### src/rtl/sudoku_cursor_ctrl.sv
// -----------------------------------------------------------------------------
// sudoku_cursor_ctrl
//
// Purpose:
//   Moves a cursor over a DIM x DIM Sudoku grid in response to debounced
//   button pulses and performs "increment cell" edits on a synchronous grid
//   RAM. An edit reads the cell under the cursor, refuses it if the cell is a
//   given (or the puzzle is locked), and otherwise writes back value+1,
//   wrapping DIM back to empty (0).
//
// Ports:
//   clk          system clock, all logic on its rising edge
//   rst          synchronous, active-high reset
//   btn_up/down/left/right/center
//                one-cycle press pulses (center = edit)
//   game_lock    high = edits forbidden, cursor moves still allowed
//   rd_addr      grid RAM read address, row*DIM+col of the cursor (comb.)
//   rd_data      cell value returned one clk after rd_addr (0 = empty)
//   rd_fixed     cell is a given, returned alongside rd_data
//   wr_en        one-cycle write strobe
//   wr_addr      write address (holds when wr_en=0)
//   wr_data      write value   (holds when wr_en=0)
//   cur_row      cursor row 0..DIM-1
//   cur_col      cursor column 0..DIM-1
//   busy         high while an edit is in flight (RD_WAIT, WRITE)
//   edit_reject  one-cycle pulse when an edit is refused
// -----------------------------------------------------------------------------
module sudoku_cursor_ctrl #(
  parameter int DIM = 9
) (
  input  logic       clk,
  input  logic       rst,
  input  logic       btn_up,
  input  logic       btn_down,
  input  logic       btn_left,
  input  logic       btn_right,
  input  logic       btn_center,
  input  logic       game_lock,
  output logic [6:0] rd_addr,
  input  logic [3:0] rd_data,
  input  logic       rd_fixed,
  output logic       wr_en,
  output logic [6:0] wr_addr,
  output logic [3:0] wr_data,
  output logic [3:0] cur_row,
  output logic [3:0] cur_col,
  output logic       busy,
  output logic       edit_reject
);

  typedef enum logic [1:0] {
    IDLE    = 2'd0,
    RD_WAIT = 2'd1,
    WRITE   = 2'd2
  } state_t;

  localparam logic [3:0] LAST_IDX = 4'(DIM - 1);
  localparam logic [3:0] MAX_VAL  = 4'(DIM);
  localparam logic [6:0] DIM_W    = 7'(DIM);

  state_t     r_state;
  logic [3:0] r_cur_row;
  logic [3:0] r_cur_col;
  logic [6:0] r_cap_addr;
  logic       r_wr_en;
  logic [6:0] r_wr_addr;
  logic [3:0] r_wr_data;
  logic       r_busy;
  logic       r_edit_reject;

  logic [6:0] w_rd_addr;
  logic [3:0] w_row_dec;
  logic [3:0] w_row_inc;
  logic [3:0] w_col_dec;
  logic [3:0] w_col_inc;
  logic [3:0] w_next_val;

  // Read address follows the cursor directly so the RAM already has the
  // cell under the cursor in flight when the center press is sampled.
  assign w_rd_addr = 7'(r_cur_row) * DIM_W + 7'(r_cur_col);

  // NOTE: every signal assigned in always_comb gets a default first, so no
  // path leaves it unassigned and no latch is inferred.
  always_comb begin
    w_row_dec  = r_cur_row - 4'd1;
    w_row_inc  = r_cur_row + 4'd1;
    w_col_dec  = r_cur_col - 4'd1;
    w_col_inc  = r_cur_col + 4'd1;
    w_next_val = 4'd0;

    if (r_cur_row == 4'd0)     w_row_dec = LAST_IDX;
    if (r_cur_row == LAST_IDX) w_row_inc = 4'd0;
    if (r_cur_col == 4'd0)     w_col_dec = LAST_IDX;
    if (r_cur_col == LAST_IDX) w_col_inc = 4'd0;

    // DIM wraps to empty; out-of-range stored values are also cleared.
    if (rd_data < MAX_VAL) w_next_val = rd_data + 4'd1;
  end

  // NOTE: sequential state uses non-blocking assignments only, so every
  // register samples pre-edge values regardless of statement order.
  always_ff @(posedge clk) begin
    if (rst) begin
      r_state       <= IDLE;
      r_cur_row     <= 4'd0;
      r_cur_col     <= 4'd0;
      r_cap_addr    <= 7'd0;
      r_wr_en       <= 1'b0;
      r_wr_addr     <= 7'd0;
      r_wr_data     <= 4'd0;
      r_busy        <= 1'b0;
      r_edit_reject <= 1'b0;
    end else begin
      // Strobes default low; only the branches below raise them for a cycle.
      r_wr_en       <= 1'b0;
      r_edit_reject <= 1'b0;

      case (r_state)
        IDLE: begin
          // Single press per cycle; the if/else chain is the priority order.
          if (btn_center) begin
            if (game_lock) begin
              r_edit_reject <= 1'b1;
            end else begin
              r_cap_addr <= w_rd_addr;
              r_state    <= RD_WAIT;
              r_busy     <= 1'b1;
            end
          end else if (btn_up) begin
            r_cur_row <= w_row_dec;
          end else if (btn_down) begin
            r_cur_row <= w_row_inc;
          end else if (btn_left) begin
            r_cur_col <= w_col_dec;
          end else if (btn_right) begin
            r_cur_col <= w_col_inc;
          end
        end

        RD_WAIT: begin
          // RAM data for the captured address is valid in this cycle. The
          // lock is not re-checked: an accepted edit always completes.
          if (rd_fixed) begin
            r_edit_reject <= 1'b1;
            r_state       <= IDLE;
            r_busy        <= 1'b0;
          end else begin
            r_wr_en   <= 1'b1;
            r_wr_addr <= r_cap_addr;
            r_wr_data <= w_next_val;
            r_state   <= WRITE;
          end
        end

        WRITE: begin
          r_state <= IDLE;
          r_busy  <= 1'b0;
        end

        default: begin
          r_state <= IDLE;
          r_busy  <= 1'b0;
        end
      endcase
    end
  end

  assign rd_addr     = w_rd_addr;
  assign wr_en       = r_wr_en;
  assign wr_addr     = r_wr_addr;
  assign wr_data     = r_wr_data;
  assign cur_row     = r_cur_row;
  assign cur_col     = r_cur_col;
  assign busy        = r_busy;
  assign edit_reject = r_edit_reject;

endmodule

### config.mk
export PLATFORM = sky130hd
export DESIGN_NAME = sudoku_cursor_ctrl
export DESIGN_NICKNAME = d
export VERILOG_FILES = /design/src/rtl/sudoku_cursor_ctrl.sv
export SDC_FILE = /design/constraint.sdc
export NUM_CORES = 1
export LEC_CHECK = 0
export CORE_UTILIZATION = 54
export DETAILED_ROUTE_END_ITERATION = 10
export GPL_ROUTABILITY_DRIVEN = 1
export GPL_TIMING_DRIVEN = 0
export HOLD_SLACK_MARGIN = 0.05
export PLACE_DENSITY = 0.85
export SLEW_MARGIN = 15
export SYNTH_ARGS = -nofsm -noshare
export SYNTH_HDL_FRONTEND = slang
export SYNTH_SLANG_ARGS = --single-unit
export TNS_END_PERCENT = 20
### constraint.sdc
create_clock -name clk -period 6.7 [get_ports clk]
set_clock_uncertainty 0.15 [all_clocks]
set_input_delay 1.34 -clock clk [delete_from_list [all_inputs] [get_ports clk]]
set_output_delay 1.34 -clock clk [all_outputs]
set_load 0.02 [all_outputs]
==> out/qor.yml, run 1 <==
outcome:
  outcome: "finished, final reports clean"
logic_synthesis:
  synth.top_cell.area_share: 0.3400
  synth_edf_count: 0
  synthAdderAreaFrac: 0.1275
  synth.most_common_cell: "dfxtp_1"
  synthXorXnorAreaFrac: 0.01919
  synthCells: 215
  avgSynthCellArea_um2: 8.491
  synth_top_area_cell: "dfxtp_1"
  synth_top_flop_cell: "dfxtp_1"
  synthArstFlopShare: 0
  synth_top_family_by_area: "simple AND/OR/NAND/NOR gates"
  synth.area.top_cells: "dfxtp_1, ha_1, nand2_1"
  synth_common_cells: "dfxtp_1, nand2_1, nor2_1, a21oi_1, ha_1"
  ys_ff_latch: 31
  synth_compound_gate_area_share: 0.2084
  ys_types: 47
  syn_area_um2: 1826
  yosysSeqAreaShare: 0.3400
  synth_warnings: 0
  synth-simple-area-share: 0.2241
  synth_nets: 246
  synth.mux.area_fraction: 0.02810
cells_and_area:
  final_net_count: 293
  layout-drive-gt1-share: 0.07605
  regArea_um2: 620.6
  num_antenna_cells: 0
  area_growth_pct: 29.68
  utilization: 0.7568
  fillers: 242
  final_cell_area_um2: 2367
  multi_input_area_um2: 1109
grt:
  grt_max_degree: 11
  overflow: 0
  grt_pass1_wl_mm: 6.492
  grt_pass1_vias: 1429
  grt_use_total: 0.2444
  grt_antenna_before_repair: 0
setup_path:
  r2r_setup_slack_ns: 4.05
  crit_fanout: 7
  critPathLaunchType: "flop"
  critPathRequiredTime_ns: 5.21
  endpoint_kind: "primary output"
  crit_arrival_ns: 3.29
  critical_path_class: "flop to primary output"
cts:
  postCtsSetupBuffers: 0
  cts_tree: "yes"
  cts_root_buf: "clkbuf_4"
  cts.path.max_buffers: 2
  holdBufCountCts: 0
  cts_max_level: 2
  cts_sinks: 31
  clkTransAtPathRegs_ns: 0.10
  numCtsBuffers: 5
  clkLatencyLatePin_ns: 0.33
  cts_resized: 0
detailed_routing:
  wl_met2_mm: 1.832
  drt_iter0_markers: 79
  firstDrtPassIters: 4
  drcViolationCount: 0
  top_layer_used: "met4"
  wirelength_met1_mm: 1.984
  wl_met3_um: 129
  avgRoutedWirePerCell_um: 13.08
  vias: 1708
  drtAntennaViolNets: 0
  via_per_inst: 5.564
  finalWirelength_mm: 4.016
timing:
  setup_tns_ns: 0
  rsz0062_at_grt: "no"
  final-setup-viol-count: 0
  period_needed_ns: 4.778
  report.final.slew_viol_count: 0
  timing.fmax_mhz: 209.3
  fin_hold_ws_ns: 0.3081
  worst_pin_slew_ns: 0.6230
  fin_crit_sh: 0.7131
  hold_violations: 0
  relSlewSlack: 0.5836
floorplan:
  io-pin-count: 42
  die_y_um: 60.14
  rows: 20
  design.die.area_um2: 3617
  die_x_um: 60.14
  core_area_um2: 3128
  start_util: 0.5836
placement:
  port_buffers: 40
  hpwlAfterDp_mm: 2.884
  gp_congestion: 0.8310
  post_dp_cell_area_um2: 2281
hold_path:
  min_path_type: "flop to flop"
run:
  maxCapViolations: 0
power:
  vdd_ir_drop_max_uv: 147.9
  p_total_uw: 452.5
  leakagePower_nw: 0.9349
  pwr_density_cell_nw_per_um2: 191.1
## cells by family (layout without fill, tap and decap cells)
family | after synthesis | in the layout
buffers and inverters | 24 | 72
xor gates and xnor gates | 4 | 4
and+or+nand+nor | 76 | 76
adders and majority gates | 18 | 18
AOI/OAI and AO/OA | 57 | 57
muxes | 5 | 5
DFF | 31 | 31
## per-stage QoR
step,std cells,worst slack [ns]
floorplan,215,2.871
detailed placement,299,2.328
global route,307,1.764
finish,307,1.922
global placement,299,2.351
CTS,307,1.934
## registers in the layout, indices dropped and copies added, names as in the netlist, 2 cells and up
name,count
r_state,2
cur_col,4
wr_addr,7
wr_data,4
cur_row,4
r_cap_addr,7
## cell usage in the layout (no fill, tap or decap), types with 2 or more instances in the layout
| cell type | n |
|---|---|
| nor3b_1 | 4 |
| dfxtp_1 | 31 |
| ha_1 | 17 |
| clkbuf_4 | 5 |
| nor2_1 | 19 |
| xnor2_1 | 2 |
| a211oi_1 | 8 |
| nand3_1 | 3 |
| a22oi_1 | 3 |
| xor2_1 | 2 |
| clkdlybuf4s50_1 | 40 |
| a31oi_1 | 2 |
| a211o_1 | 2 |
| buf_2 | 5 |
| clkbuf_1 | 4 |
| nor2b_1 | 6 |
| nand2_1 | 26 |
| inv_1 | 15 |
| a21oi_1 | 17 |
| o21ai_0 | 11 |
| a221o_1 | 2 |
| a21o_1 | 2 |
| nand2b_1 | 2 |
| mux2i_1 | 4 |
| nand3b_1 | 4 |
## worst paths after layout
kind | start | end | cells after the start
setup / recovery | cur_row[0] | rd_addr[6] | 7
hold / removal | wr_addr[2] | wr_addr[2] | 2
setup reg to reg | cur_row[0] | r_cap_addr[6] | 7
hold reg to reg | wr_addr[2] | wr_addr[2] | 2
## report_power, final
group,switching [mW],internal (mW),leakage [nW]
Sequential,0.00748,0.190,0.251
Combinational,0.0529,0.0462,0.635
Clock,0.0673,0.0881,0.0482
## final cells by class
type / count / area share
Clock inverter: 2 / 0.01480
Multi-Input combinational cell: 160 / 0.4683
Tap cell: 44 / 0.02326
Inverter: 15 / 0.02378
Sequential cell: 31 / 0.2622
Buffer: 9 / 0.01691
Clock buffer: 6 / 0.02167
Timing Repair Buffer: 40 / 0.1691
## metal layers
metal	global-route usage	vias up
li1	-	871
met1	0.3369	787
met2	0.3642	43
met3	0.06710	7
met4	0.08306	0
met5	0	-
## worst max-delay path: stages (launching register included)
cell and delay (ns):
dfxtp_1 0.52, ha_1 0.30, ha_1 0.28, ha_1 0.34, o21ai_0 0.13, or4b_2 0.62
nand4_1 0.15, clkdlybuf4s50_1 0.62
Note: power is estimated with default switching activity, not from simulation.
==> run 2: changes to the inputs <==
--- a/config.mk
+++ b/config.mk
@@ -5,12 +5,12 @@
 export SDC_FILE = /design/constraint.sdc
 export NUM_CORES = 1
 export LEC_CHECK = 0
-export CORE_UTILIZATION = 54
+export CORE_UTILIZATION = 50
 export DETAILED_ROUTE_END_ITERATION = 10
 export GPL_ROUTABILITY_DRIVEN = 1
 export GPL_TIMING_DRIVEN = 0
 export HOLD_SLACK_MARGIN = 0.05
-export PLACE_DENSITY = 0.85
+export PLACE_DENSITY = 0.8
 export SLEW_MARGIN = 15
 export SYNTH_ARGS = -nofsm -noshare
 export SYNTH_HDL_FRONTEND = slang
==> constraint.sdc (replaced) <==
create_clock -name clk -period 4.6 [get_ports clk]
set_clock_uncertainty 0.15 [all_clocks]
set_input_delay 0.92 -clock clk [delete_from_list [all_inputs] [get_ports clk]]
set_output_delay 0.92 -clock clk [all_outputs]
set_load 0.02 [all_outputs]
==> out/qor.yml, run 2 (same netlist as run 1, synthesis figures left out) <==
setup_path:
  crit_arrival_ns: 3.24  # -0.05 ns
  r2r_setup_slack_ns: 2.00  # -2.05 ns
  r2r_start: "cur_row[0]"
  critical_path_class: "flop to primary output"
  worstReg2RegEnd: "r_cap_addr[6]"
  endpoint_kind: "primary output"
  critPathRequiredTime_ns: 3.53  # -1.68 ns
  critPathLaunchType: "flop"
  rr_worst_depth: 7  # unchanged
  crit_fanout: 7  # unchanged
hold_path:
  min_path_type: "flop to flop"
  holdCritStartpoint: "r_cap_addr[0]"
  holdPathEnd: "wr_addr[0]"
  hold_depth: 2  # unchanged
placement:
  dp_slack_ns: 0.6864  # -1.642 ns
  dp_cells: 301  # +0.67%
  hpwlAfterDp_mm: 2.908  # +0.80%
  gp_congestion: 0.7984  # -3.9%
  post_dp_cell_area_um2: 2283  # +0.11%
  port_buffers: 40  # unchanged
timing:
  final-setup-viol-count: 0  # unchanged
  worst_pin_slew_ns: 0.5750  # -0.04796 ns
  hold_violations: 0  # unchanged
  period_needed_ns: 4.306
  rsz0062_at_grt: "no"
  relSlewSlack: 0.6167  # +0.03306
  fin_crit_sh: 0.9361
  setup_tns_ns: 0  # unchanged
  report.final.slew_viol_count: 0  # unchanged
  worst_slack_ns: 0.2939  # -1.628 ns
  timing.fmax_mhz: 232.2
detailed_routing:
  drt_iter0_markers: 107  # +35%
  finalWirelength_mm: 3.935  # -2.0%
  avgRoutedWirePerCell_um: 12.73  # -2.7%
  vias: 1673  # -2.0%
  drtAntennaViolNets: 0  # unchanged
  drcViolationCount: 0  # unchanged
  via_per_inst: 5.414  # -2.7%
  firstDrtPassIters: 4  # unchanged
cells_and_area:
  layout-drive-gt1-share: 0.07605  # unchanged
  mostFrequentLayoutCells: "clkdlybuf4s50_1, dfxtp_1, nand2_1, nor2_1"
  num_antenna_cells: 0  # unchanged
  layout.cells.non_filler: 309  # +0.65%
  fillers: 300  # +24%
  final_cell_area_um2: 2356  # -0.48%
  area_growth_pct: 29.06
  final_net_count: 293  # unchanged
  final_common_cell: "clkdlybuf4s50_1"
grt:
  grt_use_total: 0.2258  # -0.01855
  grt_antenna_before_repair: 0  # unchanged
  grt_max_degree: 11  # unchanged
  overflow: 0  # unchanged
  grt_pass1_wl_mm: 6.955  # +7.1%
  grt_pass1_vias: 1579  # +10%
power:
  vdd_ir_drop_max_uv: 193.0  # +30%
  pwr_density_cell_nw_per_um2: 261.9  # +37%
  p_total_uw: 617.0  # +36%
  leakagePower_nw: 0.9242  # -1.1%
run:
  maxCapViolations: 0  # unchanged
cts:
  cts_root_buf: "clkbuf_4"
  numCtsBuffers: 5  # unchanged
  clkTransAtPathRegs_ns: 0.10  # about the same
  postCtsSetupBuffers: 0  # unchanged
  cts_sinks: 31  # unchanged
  cts_max_level: 2  # unchanged
  cts_resized: 0  # unchanged
  holdBufCountCts: 0  # unchanged
  cts.path.max_buffers: 2  # unchanged
  cts_tree: "yes"
  clkLatencyLatePin_ns: 0.33  # about the same
floorplan:
  die_x_um: 62.43  # +3.8%
  core_area_um2: 3416  # +9.2%
  die_y_um: 62.43  # +3.8%
  io-pin-count: 42  # unchanged
  start_util: 0.5344  # -0.04917
  rows: 21  # +5.0%
  design.die.area_um2: 3897  # +7.7%
outcome:
  outcome: "finished, final reports clean"
-- run 2: cell types whose count changed in the layout (fill, tap and decap cells not counted), sizes merged --
cell / delta
clkinv: -1
clkbuf: +1
clkinvlp: +1
bufinv: -1
-- run 2: how the worst max path moves through the flow --
stage	startpoint	end	slack (ns)	depth (start not counted)
after detailed placement	cur_row[0]	rd_addr[6]	0.69	7
after floorplan	cur_row[0]	rd_addr[6]	1.19	6
final	cur_row[0]	rd_addr[6]	0.29	7
after global routing	cur_row[0]	rd_addr[6]	0.12	7
after global placement	cur_row[0]	rd_addr[6]	0.68	7
after CTS	cur_row[0]	rd_addr[6]	0.29	7
-- run 2: worst max-delay path: stages, from the launching register on --
cell,delay [ns]
dfxtp_1,0.49
ha_1,0.29
ha_1,0.28
ha_1,0.34
o21ai_0,0.13
or4b_2,0.62
nand4_1,0.14
clkdlybuf4s50_1,0.62
-- run 2: area by class of cell --
class | count | area [µm²] | share of cell area
clock buffer | 7 | 65.06 | 0.02762
inverter | 15 | 56.30 | 0.02390
tap | 46 | 57.56 | 0.02443
buffer | 9 | 40.04 | 0.01699
clock inverter | 1 | 7.507 | 0.003186
multi-input combinational | 160 | 1109 | 0.4705
timing repair buffer | 40 | 400.4 | 0.1699
sequential | 31 | 620.6 | 0.2634
-- run 2: report_power, final --
part           switching, mW  leakage [nW]  internal, mW
Clock                 0.0967        0.0375        0.0893
Sequential            0.0104         0.251         0.277
Combinational         0.0759         0.635        0.0674
Total                  0.183         0.924         0.434
-- run 2: metal layers --
metal / global-route usage / share of wire / vias to the layer above
li1: - / - / 863
met1: 0.3036 / 0.51 / 776
met2: 0.3478 / 0.45 / 29
met3: 0.04380 / 0.027 / 5
met4: 0.1047 / 0.016 / 0
met5: 0 / 0 / -
-- run 2: metrics by stage --
step / util / hold WS (ns)
2_1_floorplan: - / 0.2771
3_3_place_gp: 0.6685 / 0.2903
3_5_place_dp: 0.6685 / 0.2967
4_1_cts: 0.6897 / 0.3112
5_1_grt: 0.6897 / 0.3410
6_report: 0.6897 / 0.3073
==> run 3: changes to the inputs <==
--- a/config.mk
+++ b/config.mk
@@ -5,12 +5,13 @@
 export SDC_FILE = /design/constraint.sdc
 export NUM_CORES = 1
 export LEC_CHECK = 0
-export CORE_UTILIZATION = 50
+export CORE_UTILIZATION = 62
 export DETAILED_ROUTE_END_ITERATION = 10
+export DONT_BUFFER_PORTS = 1
 export GPL_ROUTABILITY_DRIVEN = 1
 export GPL_TIMING_DRIVEN = 0
 export HOLD_SLACK_MARGIN = 0.05
-export PLACE_DENSITY = 0.8
+export PLACE_DENSITY = 0.78
 export SLEW_MARGIN = 15
 export SYNTH_ARGS = -nofsm -noshare
 export SYNTH_HDL_FRONTEND = slang
==> constraint.sdc (replaced) <==
create_clock -name clk -period 4.2 [get_ports clk]
set_clock_uncertainty 0.15 [all_clocks]
set_input_delay 0.84 -clock clk [delete_from_list [all_inputs] [get_ports clk]]
set_output_delay 0.84 -clock clk [all_outputs]
set_load 0.02 [all_outputs]
==> out/qor.yml, run 3 (same netlist as run 1, synthesis figures left out) <==
outcome:
  outcome: "finished, final reports clean"
grt:
  grt_pass1_vias: 1421  # -10%
  grt_antenna_before_repair: 0  # unchanged
  grt_pass1_wl_mm: 6.382  # -8.2%
  overflow: 0  # unchanged
  grt_max_degree: 11  # unchanged
  grt_use_total: 0.2564  # +0.03055
timing:
  report.final.slew_viol_count: 0  # unchanged
  hold_violations: 0  # unchanged
  setup_tns_ns: 0  # unchanged
  relSlewSlack: 0.6060  # -0.01065
  rsz0062_at_grt: "no"
  worst_pin_slew_ns: 0.5868  # +0.01175 ns
  fin_crit_sh: 0.9464
  final-setup-viol-count: 0  # unchanged
  timing.fmax_mhz: 251.6
  period_needed_ns: 3.975
cells_and_area:
  final_common_cell: "dfxtp_1"
  fillers: 218  # -27%
  utilization: 0.6950  # +0.005263
  num_antenna_cells: 0  # unchanged
  area_growth_pct: 5.894
  final_cell_area_um2: 1933  # -18%
  layout.cells.non_filler: 254  # -18%
  mostFrequentLayoutCells: "dfxtp_1, nand2_1, nor2_1, a21oi_1, ha_1"
  layout-drive-gt1-share: 0.08520  # +0.009156
  final_net_count: 253  # -14%
detailed_routing:
  drcViolationCount: 0  # unchanged
  vias: 1578  # -5.7%
  avgRoutedWirePerCell_um: 15.19  # +19%
  firstDrtPassIters: 4  # unchanged
  drt_iter0_markers: 64  # -40%
  drtAntennaViolNets: 0  # unchanged
  finalWirelength_mm: 3.859  # -1.9%
  via_per_inst: 6.213  # +15%
cts:
  clkTransAtPathRegs_ns: 0.09  # about the same
  numCtsBuffers: 5  # unchanged
  cts_resized: 0  # unchanged
  cts_tree: "yes"
  cts_max_level: 2  # unchanged
  cts.path.max_buffers: 2  # unchanged
  holdBufCountCts: 0  # unchanged
  cts_root_buf: "clkbuf_4"
  clkLatencyLatePin_ns: 0.32  # about the same
  postCtsSetupBuffers: 0  # unchanged
  cts_sinks: 31  # unchanged
setup_path:
  crit_arrival_ns: 2.98  # -0.26 ns
  critical_path_class: "flop to primary output"
  endpoint_kind: "primary output"
  crit_fanout: 7  # unchanged
  critPathLaunchType: "flop"
  critPathRequiredTime_ns: 3.21  # -0.32 ns
floorplan:
  rows: 19  # -9.5%
  start_util: 0.6563  # +0.1219
  die_x_um: 56.26  # -9.9%
  design.die.area_um2: 3165  # -19%
  core_area_um2: 2781  # -19%
  die_y_um: 56.26  # -9.9%
  io-pin-count: 42  # unchanged
power:
  vdd_ir_drop_max_uv: 291.7  # +51%
  p_total_uw: 630.7  # +2.2%
  pwr_density_cell_nw_per_um2: 326.3  # +25%
  leakagePower_nw: 0.7818  # -15%
run:
  maxCapViolations: 0  # unchanged
placement:
  post_dp_cell_area_um2: 1864  # -18%
  port_buffers: 0  # -100%
  dp_cells: 246  # -18%
  hpwlAfterDp_mm: 2.853  # -1.9%
  gp_congestion: 0.8202  # +2.7%
hold_path:
  min_path_type: "flop to flop"
[run 3: where the power goes]
part           internal [mW]  leakage (nW)  switching, mW
clock network         0.0984        0.0386         0.0978
registers              0.304         0.251         0.0201
logic                 0.0421         0.492         0.0685
[run 3: routing by layer]
layer / vias to the layer above / GRT usage / routed length (µm)
met2: 40 / 0.4286 / 1858
met4: 0 / 0.08362 / 44
met5: - / 0 / 0
li1: 781 / - / -
met3: 7 / 0.06682 / 193
met1: 750 / 0.3225 / 1762
[run 3: area by class of cell]
| type | instances | area (µm²) | area share |
|---|---|---|---|
| flip-flops and latches | 31 | 620.6 | 0.3210 |
| multi-input cells | 160 | 1109 | 0.5735 |
| inverters | 15 | 56.30 | 0.02913 |
| clock buffers | 8 | 68.82 | 0.03560 |
| well taps | 31 | 38.79 | 0.02006 |
| plain buffers | 9 | 40.04 | 0.02071 |
[run 3: worst max-delay path, cell delays in order (launching register included)]
cell and delay (ns):
dfxtp_1 0.61, ha_1 0.32, ha_1 0.29, ha_1 0.35, o21ai_0 0.15, or4b_2 0.65, nand4_1 0.29
[run 3: final timing paths]
check                           depth (start not counted)  slack, ns     startpoint             to
worst max-delay path                                    6       0.23     cur_row[0]     rd_addr[6]
worst min-delay path                                    2       0.31  r_cap_addr[3]     wr_addr[3]
worst max register to register                          7       1.19     cur_row[0]  r_cap_addr[6]
worst min register to register                          2       0.31  r_cap_addr[3]     wr_addr[3]
[run 3: stage by stage]
stage / hold slack (ns) / setup WS (ns)
floorplan: 0.2771 / 0.8711
global placement: 0.2911 / 0.6736
detailed placement: 0.2983 / 0.6173
CTS: 0.3106 / 0.2139
global route: 0.3244 / 0.1222
finish: 0.3087 / 0.2251
